==> config.mk <==
export PLATFORM = sky130hd
export DESIGN_NAME = branch_predict_unit_flat
export DESIGN_NICKNAME = d
export VERILOG_FILES = /design/src/rtl/branch_predict_unit_if.sv /design/src/rtl/branch_predict_unit.sv /design/src/flat_wrapper.sv
export SDC_FILE = /design/constraint.sdc
export NUM_CORES = 2
export LEC_CHECK = 0
export CORE_ASPECT_RATIO = 0.9
export CORE_MARGIN = 2
export CORE_UTILIZATION = 35
export CTS_CLUSTER_SIZE = 28
export DETAILED_ROUTE_END_ITERATION = 12
export PLACE_DENSITY = 0.6
export SYNTH_ARGS = -nofsm -noshare
export SYNTH_HDL_FRONTEND = slang
export SYNTH_SLANG_ARGS = --single-unit
==> constraint.sdc <==
create_clock -name clk -period 7.85 [get_ports clk]
set_clock_uncertainty 0.2 [all_clocks]
set_input_delay 0.785 -clock clk [delete_from_list [all_inputs] [get_ports clk]]
set_output_delay 0.785 -clock clk [all_outputs]
set_load 0.01 [all_outputs]
==> src/rtl/branch_predict_unit_if.sv <==
// rtl/branch_predict_unit_if.sv - IF lookup and EX resolve signal bundle for the branch predictor
interface branch_predict_unit_if;
    logic [31:0] if_pc;
    logic        if_pred_taken;
    logic [31:0] if_pred_target;
    logic        ex_valid;
    logic [31:0] ex_pc;
    logic        ex_is_branch;
    logic        ex_is_jump;
    logic        ex_taken;
    logic [31:0] ex_target;
    logic        ex_pred_taken;
    logic [31:0] ex_pred_target;
    logic        modify_pc_ex;
    logic [31:0] redirect_pc;

    // Pipeline side: supplies fetch PC and the resolved EX instruction.
    modport master (
        output if_pc, ex_valid, ex_pc, ex_is_branch, ex_is_jump, ex_taken,
               ex_target, ex_pred_taken, ex_pred_target,
        input  if_pred_taken, if_pred_target, modify_pc_ex, redirect_pc
    );

    // Predictor side.
    modport slave (
        input  if_pc, ex_valid, ex_pc, ex_is_branch, ex_is_jump, ex_taken,
               ex_target, ex_pred_taken, ex_pred_target,
        output if_pred_taken, if_pred_target, modify_pc_ex, redirect_pc
    );
endinterface

==> src/rtl/branch_predict_unit.sv <==
// rtl/branch_predict_unit.sv - direct-mapped BTB predictor with EX-stage branch resolution
module branch_predict_unit #(
    parameter int ENTRIES = 16,
    parameter int IDX_W   = 4
) (
    input  logic                clk,
    input  logic                rst_n,
    branch_predict_unit_if.slave bp,
    output logic [31:0]         branch_cnt,
    output logic [31:0]         mispredict_cnt
);
    localparam int TAG_W = 32 - IDX_W - 2;

    logic [ENTRIES-1:0] btb_valid;
    logic [TAG_W-1:0]   btb_tag    [ENTRIES];
    logic [31:0]        btb_target [ENTRIES];
    logic [1:0]         btb_ctr    [ENTRIES];

    logic [IDX_W-1:0] if_idx;
    logic [TAG_W-1:0] if_tag;
    logic [IDX_W-1:0] ex_idx;
    logic [TAG_W-1:0] ex_tag;
    logic             if_hit;
    logic             ex_hit;
    logic             ctl;
    logic             alias_inv;
    logic [1:0]       ctr_next;
    logic             unused_pc_bits;

    assign if_idx = bp.if_pc[IDX_W+1:2];
    assign if_tag = bp.if_pc[31:IDX_W+2];
    assign ex_idx = bp.ex_pc[IDX_W+1:2];
    assign ex_tag = bp.ex_pc[31:IDX_W+2];

    // Instruction alignment bits never reach the BTB.
    assign unused_pc_bits = ^{bp.if_pc[1:0], bp.ex_pc[1:0]};

    // Same-cycle fetch prediction; reads registered state only, so no bypass of a write in flight.
    always_comb begin
        if_hit            = btb_valid[if_idx] && (btb_tag[if_idx] == if_tag);
        bp.if_pred_taken  = if_hit && btb_ctr[if_idx][1];
        bp.if_pred_target = bp.if_pred_taken ? btb_target[if_idx] : bp.if_pc + 32'd4;
    end

    // EX-stage resolution: compare actual outcome with the prediction carried down the pipe.
    always_comb begin
        ctl       = bp.ex_valid && (bp.ex_is_branch || bp.ex_is_jump);
        ex_hit    = btb_valid[ex_idx] && (btb_tag[ex_idx] == ex_tag);
        // A predicted-taken non-control instruction means IF followed a stale/aliased entry.
        alias_inv = bp.ex_valid && !ctl && bp.ex_pred_taken;
        bp.modify_pc_ex = 1'b0;
        if (ctl) begin
            bp.modify_pc_ex = (bp.ex_pred_taken != bp.ex_taken) ||
                              (bp.ex_taken && (bp.ex_pred_target != bp.ex_target));
        end else if (alias_inv) begin
            bp.modify_pc_ex = 1'b1;
        end
        bp.redirect_pc = (ctl && bp.ex_taken) ? bp.ex_target : bp.ex_pc + 32'd4;
    end

    // Saturating 2-bit counter step for a branch that hits.
    always_comb begin
        ctr_next = btb_ctr[ex_idx];
        if (bp.ex_taken) begin
            if (btb_ctr[ex_idx] != 2'b11) ctr_next = btb_ctr[ex_idx] + 2'b01;
        end else begin
            if (btb_ctr[ex_idx] != 2'b00) ctr_next = btb_ctr[ex_idx] - 2'b01;
        end
    end

    // BTB training on resolved control instructions and invalidation of aliased entries.
    always_ff @(posedge clk or negedge rst_n) begin
        if (!rst_n) begin
            btb_valid <= '0;
            for (int i = 0; i < ENTRIES; i++) begin
                btb_tag[i]    <= '0;
                btb_target[i] <= '0;
                btb_ctr[i]    <= 2'b01;
            end
        end else if (ctl) begin
            if (ex_hit) begin
                if (bp.ex_is_jump) begin
                    btb_ctr[ex_idx]    <= 2'b11;
                    btb_target[ex_idx] <= bp.ex_target;
                end else begin
                    btb_ctr[ex_idx] <= ctr_next;
                    if (bp.ex_taken) btb_target[ex_idx] <= bp.ex_target;
                end
            end else if (bp.ex_taken) begin
                btb_valid[ex_idx]  <= 1'b1;
                btb_tag[ex_idx]    <= ex_tag;
                btb_target[ex_idx] <= bp.ex_target;
                btb_ctr[ex_idx]    <= bp.ex_is_jump ? 2'b11 : 2'b10;
            end
        end else if (alias_inv && ex_hit) begin
            btb_valid[ex_idx] <= 1'b0;
        end
    end

    // Saturating performance counters.
    always_ff @(posedge clk or negedge rst_n) begin
        if (!rst_n) begin
            branch_cnt     <= '0;
            mispredict_cnt <= '0;
        end else begin
            if (ctl && (branch_cnt != 32'hFFFF_FFFF))
                branch_cnt <= branch_cnt + 32'd1;
            if (bp.modify_pc_ex && (mispredict_cnt != 32'hFFFF_FFFF))
                mispredict_cnt <= mispredict_cnt + 32'd1;
        end
    end
endmodule

==> src/flat_wrapper.sv <==
// flat-port wrapper written by rule: the top's interface ports become plain ports
module branch_predict_unit_flat 
#(
    parameter int ENTRIES = 16,
    parameter int IDX_W   = 4
)
  (clk, rst_n, branch_cnt, mispredict_cnt, bp_if_pc, bp_ex_valid, bp_ex_pc, bp_ex_is_branch, bp_ex_is_jump, bp_ex_taken, bp_ex_target, bp_ex_pred_taken, bp_ex_pred_target, bp_if_pred_taken, bp_if_pred_target, bp_modify_pc_ex, bp_redirect_pc);
  branch_predict_unit_if bp_i ();
  input  logic clk;
  input  logic rst_n;
  output logic [31:0] branch_cnt;
  output logic [31:0] mispredict_cnt;
  input wire logic [$bits(bp_i.if_pc)-1:0] bp_if_pc;
  input wire logic [$bits(bp_i.ex_valid)-1:0] bp_ex_valid;
  input wire logic [$bits(bp_i.ex_pc)-1:0] bp_ex_pc;
  input wire logic [$bits(bp_i.ex_is_branch)-1:0] bp_ex_is_branch;
  input wire logic [$bits(bp_i.ex_is_jump)-1:0] bp_ex_is_jump;
  input wire logic [$bits(bp_i.ex_taken)-1:0] bp_ex_taken;
  input wire logic [$bits(bp_i.ex_target)-1:0] bp_ex_target;
  input wire logic [$bits(bp_i.ex_pred_taken)-1:0] bp_ex_pred_taken;
  input wire logic [$bits(bp_i.ex_pred_target)-1:0] bp_ex_pred_target;
  output wire logic [$bits(bp_i.if_pred_taken)-1:0] bp_if_pred_taken;
  output wire logic [$bits(bp_i.if_pred_target)-1:0] bp_if_pred_target;
  output wire logic [$bits(bp_i.modify_pc_ex)-1:0] bp_modify_pc_ex;
  output wire logic [$bits(bp_i.redirect_pc)-1:0] bp_redirect_pc;
  assign bp_i.if_pc = bp_if_pc;
  assign bp_i.ex_valid = bp_ex_valid;
  assign bp_i.ex_pc = bp_ex_pc;
  assign bp_i.ex_is_branch = bp_ex_is_branch;
  assign bp_i.ex_is_jump = bp_ex_is_jump;
  assign bp_i.ex_taken = bp_ex_taken;
  assign bp_i.ex_target = bp_ex_target;
  assign bp_i.ex_pred_taken = bp_ex_pred_taken;
  assign bp_i.ex_pred_target = bp_ex_pred_target;
  assign bp_if_pred_taken = bp_i.if_pred_taken;
  assign bp_if_pred_target = bp_i.if_pred_target;
  assign bp_modify_pc_ex = bp_i.modify_pc_ex;
  assign bp_redirect_pc = bp_i.redirect_pc;
  branch_predict_unit #(.ENTRIES(ENTRIES), .IDX_W(IDX_W)) u_core (.clk(clk), .rst_n(rst_n), .bp(bp_i), .branch_cnt(branch_cnt), .mispredict_cnt(mispredict_cnt));
endmodule
Word level (Yosys, flattened, before mapping)

Cells that the tools add are included.

Output and inout port bits: 130
Register bits after elaboration: 1040
Word-level logic and storage cells: 150
Input bits: 135

$lt $le $gt $ge: 6
Bitwise logic cells: 7
Reductions and logical operators: 22
$add $sub $neg: 6
Equality and inequality tests: 9
Muxes and demuxes: 49

Operators with widths:

| operator              | number |
|---|---|
| $mux 512              | 3 |
| $bwmux 512            | 1 |
| $bwmux 416            | 1 |
| $mux 32               | 8 |
| $bmux 26 s4           | 2 |
| $mux 26               | 5 |
| $bmux 32 s4           | 1 |
| $demux 32 s4          | 1 |
| $demux 26 s4          | 1 |
| $add 32x1->32 const B | 2 |
| $add 32x3->32 const B | 2 |
| $bwmux 32             | 2 |
| $mux 16               | 4 |
| $ne 32x32->1 const B  | 2 |
| $eq 26x26->1          | 2 |
| $ne 32x32->1          | 1 |
| $or 32x32->32         | 1 |
| $and 16x16->16        | 1 |
| $bmux 2 s4            | 2 |
| $mux 2                | 8 |
| $not 16->16           | 1 |
| $or 16x16->16         | 1 |
| $logic_and 1x1->1     | 13 |
| $ge 5x5->1 const B    | 2 |
| other kinds (18)      | 32 |

Longest topological paths before layout

Depth after elaboration: 10
Mapped depth: 17
Gate-level depth less buffers: 9

Least setup slack after synthesis

OpenSTA, ideal clock, no wires.

Path kind: input to output
Start: input port bp_if_pc[2]
End: output port bp_if_pred_target[17]
Path buffers: 7
Arrival: 4179 ps
Path slack: 2686 ps
Cell stages on the path: 10
Cell sequence: buf_2 > buf_2 > buf_2 > buf_2 > clkbuf_1 > clkbuf_1 > buf_1 > mux4_2 > mux4_2 > mux2_2

Longest elaborated chain between the ends: 8
Elaborated cells on any way between the ends: 17

RTL lines:

| element                                     | RTL line                                                                        | source |
|---|---|---|
| start: declaration                          | flat_wrapper.sv:13                                                              | `input wire logic [$bits(bp_i.if_pc)-1:0] bp_if_pc;` |
| $not 4->5 (implied by the code)             | branch_predict_unit.sv:40, branch_predict_unit.sv:41, branch_predict_unit.sv:42 |  |
| $bmux 26 s4                                 | branch_predict_unit.sv:40                                                       | `if_hit = btb_valid[if_idx] && (btb_tag[if_idx] == if_tag);` |
| $mux 26 (implied by the code) (2 in series) | branch_predict_unit.sv:40                                                       |  |
| $eq 26x26->1                                | branch_predict_unit.sv:40                                                       |  |
| $logic_and 1x1->1                           | branch_predict_unit.sv:40                                                       |  |
| $logic_and 1x1->1                           | branch_predict_unit.sv:41                                                       | `bp.if_pred_taken = if_hit && btb_ctr[if_idx][1];` |
| $mux 32 *                                   | branch_predict_unit.sv:42                                                       | `bp.if_pred_target = bp.if_pred_taken ? btb_target[if_idx] : bp.if_pc + 32'd4;` |
| end: declaration                            | flat_wrapper.sv:23                                                              | `output wire logic [$bits(bp_i.if_pred_target)-1:0] bp_if_pred_target;` |

Mark *: on every way between the ends. The rest lies on a longest branch, timed or not. The select of a mux whose other input is x is not followed.

Worst setup path after layout

Start: input port bp_ex_pc[10]
End: output port bp_redirect_pc[31]

Longest elaborated chain between the ends: 2

RTL lines:

| element            | RTL line                  | source |
|---|---|---|
| start: declaration | flat_wrapper.sv:15        | `input wire logic [$bits(bp_i.ex_pc)-1:0] bp_ex_pc;` |
| $add 32x3->32      | branch_predict_unit.sv:58 | `bp.redirect_pc = (ctl && bp.ex_taken) ? bp.ex_target : bp.ex_pc + 32'd4;` |
| $mux 32            | branch_predict_unit.sv:58 |  |
| end: declaration   | flat_wrapper.sv:25        | `output wire logic [$bits(bp_i.redirect_pc)-1:0] bp_redirect_pc;` |

Every way passes these cells.

==> flow_summary.ini <==
[clocking]
cts.clk_slew.worst_paths_ns = 0.06
htree_levels = 3
cts_tree = done
clockBufferDepth = 3
insertion_delay_ns = 0.77
cts-buffers-inserted = 113
clock-sinks = 1040
cts_root_buffer = clkbuf_16
postCtsSetupBuffers = 0

[power_and_ir_drop]
p_sw_mw = 4.25
power_mw = 15.6
pwr-share-clk_pct = 37.2
netSwitchingFraction_pct = 27.2
seqPwrFrac_pct = 44.0
share_comb_of_total_power_pct = 18.9
ir_worst_vdd_uv = 212
cellPowerDensity_nw_per_um2 = 247
leakage_nw = 27.3
internal_power_mw = 11.4

[yosys]
synth_area_leaders = dfrtp_1 47%, mux2_2 20%, mux4_2 15%
synth-seq-area-share_pct = 47.8
synth_nets = 3954
synth-compound-area-share_pct = 3.38
synth-edff-count = 0
synth_top_family_by_area = multiplexers
synthCells = 3812
synth.avg_cell_area_um2 = 14.3
yosys.area.top_type = dfrtp_1
async_flop_share_pct = 100
ys.flop_type = dfrtp_1
synth_fa_ha_area_share_pct = 0.161
yosysWarningCount = 0
yosys.area_share.xor_xnor_pct = 3.18
synth_top_cell_area_share_pct = 47.0
yosysUniqueCellTypes = 78
yosysMostFrequentCell = dfrtp_1
synth_common_cells = 1,024 x dfrtp_1, 949 x mux2_2, 358 x mux4_2
ys_seq_elements = 1040
synthMuxAreaShare_pct = 37.5
synth_area_um2 = 54500
synthSimpleGateAreaFrac_pct = 4.62

[drt]
detail_route.wl_per_cell_um = 29.8
ant_nets = 0
vias_per_cell = 5.76
firstDrtPassIters = 7
via_count = 35400
routed_wl_um = 183000
route.met3.wl_um = 13400
drc = 0
drt_iter0_markers = 3220
dr_wl_met2_um = 85500
top_layer = met5
m1WireLength_um = 74500

[setup_path]
slowest_stage = clkdlybuf4s50_1
cp.required_ns = 6.86
ff2ff_path_depth = 11
cp_cell_sequence = clkdlybuf4s50_1 > nand4_1 > nor4_1 > nand2_1 > or4_1 > xnor2_1 > a21oi_1 > clkdlybuf4s50_1
path_buf_inv = 2
end_kind = output pin
worstPathMaxFanout = 23
start_kind = input pin
r2r-start = u_core.btb_tag[154]
cp.arrival_ns = 5.89
crit_type = in2out
r2r_setup_slack_ns = 2.99
timing.rr.end = u_core.btb_tag[215]
cpPeakStageDelay_ns = 1.27
cp_top_family = simple AND/OR/NAND/NOR gates
cpMostUsedCell = clkdlybuf4s50_1

[floorplan]
core-area_um2 = 155000
rows = 137
die_width_um = 420
die_area_um2 = 159000
chipHeight_um = 378
num_io_pins = 265
start_util_pct = 35.2

[finish]
syn2layout_area_growth_pct = 16.2
diodes = 0
nNetsFinal = 4098
multi_input_area_um2 = 26800
final-seq-area_um2 = 26000
layout-drive-gt1-share_pct = 41.7
nFillCells = 14100

[sta]
max_freq_ghz = 0.145
min_period_over_period_pct = 87.6
worst_pin_slew_ns = 1.34
hold_viol = 0
finalSetupViolCount = 0
slew_violations = 0
fin_setup_tns_ns = 0
finalCriticalPeriod_ns = 6.87
rsz0062_at_grt = false
maxSlewHeadroom_pct = 9.73

[placed_design]
gp_congestion = 0.967
io_buffers = 264
dp_hpwl_um = 116000

[grt]
grtUsageTotal_pct = 22.9
grt_pass1_wl_um = 263000
grt_overflow = 0
antenna_found_initial = 11
grt_pass1_vias = 35400
grt_max_degree = 165

[run_status]
status = completed

[hold_path]
hold_path_class = reg2reg
min_path_cells = 1
min_from = u_core.branch_cnt[22]
hold_end = u_core.branch_cnt[22]

[job]
maxCapViolCount = 0
metrics by stage:
stage	util [%]	cells	hold WS (ns)	instance area (µm²)	worst slack, ns
finish	40.9	6137	0.285	63400	0.975
global route	40.9	6137	0.299	63400	0.921
CTS	40.9	6137	0.284	63400	1.15
detailed placement	38.3	5925	0.272	59300	1.16
global placement	38.3	5925	0.269	59300	1.17
floorplan	-	3812	0.259	54500	2.69
power groups by stage:
stage / sequential [mW] / combinational, mW / clock (mW)
2_1_floorplan: 6.75 / 2.03 / 0
3_3_place_gp: 6.92 / 2.90 / 0
3_5_place_dp: 6.94 / 2.95 / 0
4_1_cts: 6.85 / 2.96 / 5.91
5_1_grt: 6.98 / 3.14 / 6.13
6_report: 6.87 / 2.95 / 5.81
cells in the final DEF, fill, tap and decap left out, types with 7 or more instances in the layout:
master,count
a22o_1,17
ha_1,7
nor2b_1,12
a31oi_4,15
inv_1,26
xor2_1,71
dfrtp_1,1024
clkbuf_1,25
nor4_1,17
buf_12,11
nand2_1,104
clkbuf_8,26
nand3_1,68
and3_1,31
and4_1,9
buf_4,110
a31oi_1,8
and2_1,11
a21oi_1,38
mux4_2,358
mux2i_1,126
nor3_4,16
nor3_1,20
a21o_1,21
o21ai_0,20
a22oi_1,30
o211ai_1,16
bufinv_16,16
o22ai_1,10
clkbuf_16,113
a221oi_1,7
xnor2_1,127
clkinv_2,22
nor2_1,107
dfstp_2,16
nand4_1,46
o2bb2ai_1,12
mux2_1,31
mux2_2,949
clkdlybuf4s50_1,255
flip-flops by register name, summed over array words and instances, names as in the netlist, named ones only:
| name | flops |
|---|---|
| u_core.btb_ctr | 32 |
| u_core.btb_target | 512 |
| u_core.btb_tag | 416 |
| u_core.branch_cnt | 32 |
| u_core.mispredict_cnt | 32 |
area by class of cell:
cell class	instances	share of cell area (%)
Clock buffer	164	5.18
Sequential cell	1040	41.1
Tap cell	2085	4.12
Inverter	27	0.160
Clock inverter	47	1.26
Timing Repair Buffer	385	5.84
Multi-Input combinational cell	2389	42.3
kinds of logic after synthesis:
kind of cell               after synthesis
AOI/OAI and AO/OA                      236
xor gates and xnor gates               198
adders and majority gates                7
buffers and inverters                  383
DFF                                   1040
muxes                                 1467
and+or+nand+nor                        481
layer usage:
metal	vias to the layer above	GRT usage [%]
met1	19000	30.2
met3	373	5.01
met2	1359	36.2
li1	14600	-
met4	4	10.3
met5	-	0
worst max path at each step:
stage / from / endpoint / slack [ns] / cells after the start
after global routing: bp_if_pc[2] / bp_if_pred_target[8] / 0.92 / 10
after CTS: bp_if_pc[2] / bp_if_pred_target[8] / 1.15 / 10
after global placement: bp_if_pc[2] / bp_if_pred_target[7] / 1.17 / 10
final: bp_ex_pc[10] / bp_redirect_pc[31] / 0.98 / 8
after detailed placement: bp_if_pc[2] / bp_if_pred_target[8] / 1.16 / 10
after floorplan: bp_if_pc[2] / bp_if_pred_target[17] / 2.69 / 10
what timing repair did:
action,CTS,global route
hold buffers,1,0
endpoints found under the setup margin,0,0
resized for setup,0,0
endpoints found under the hold margin,82,0
Power figures use the tool's default switching activity.
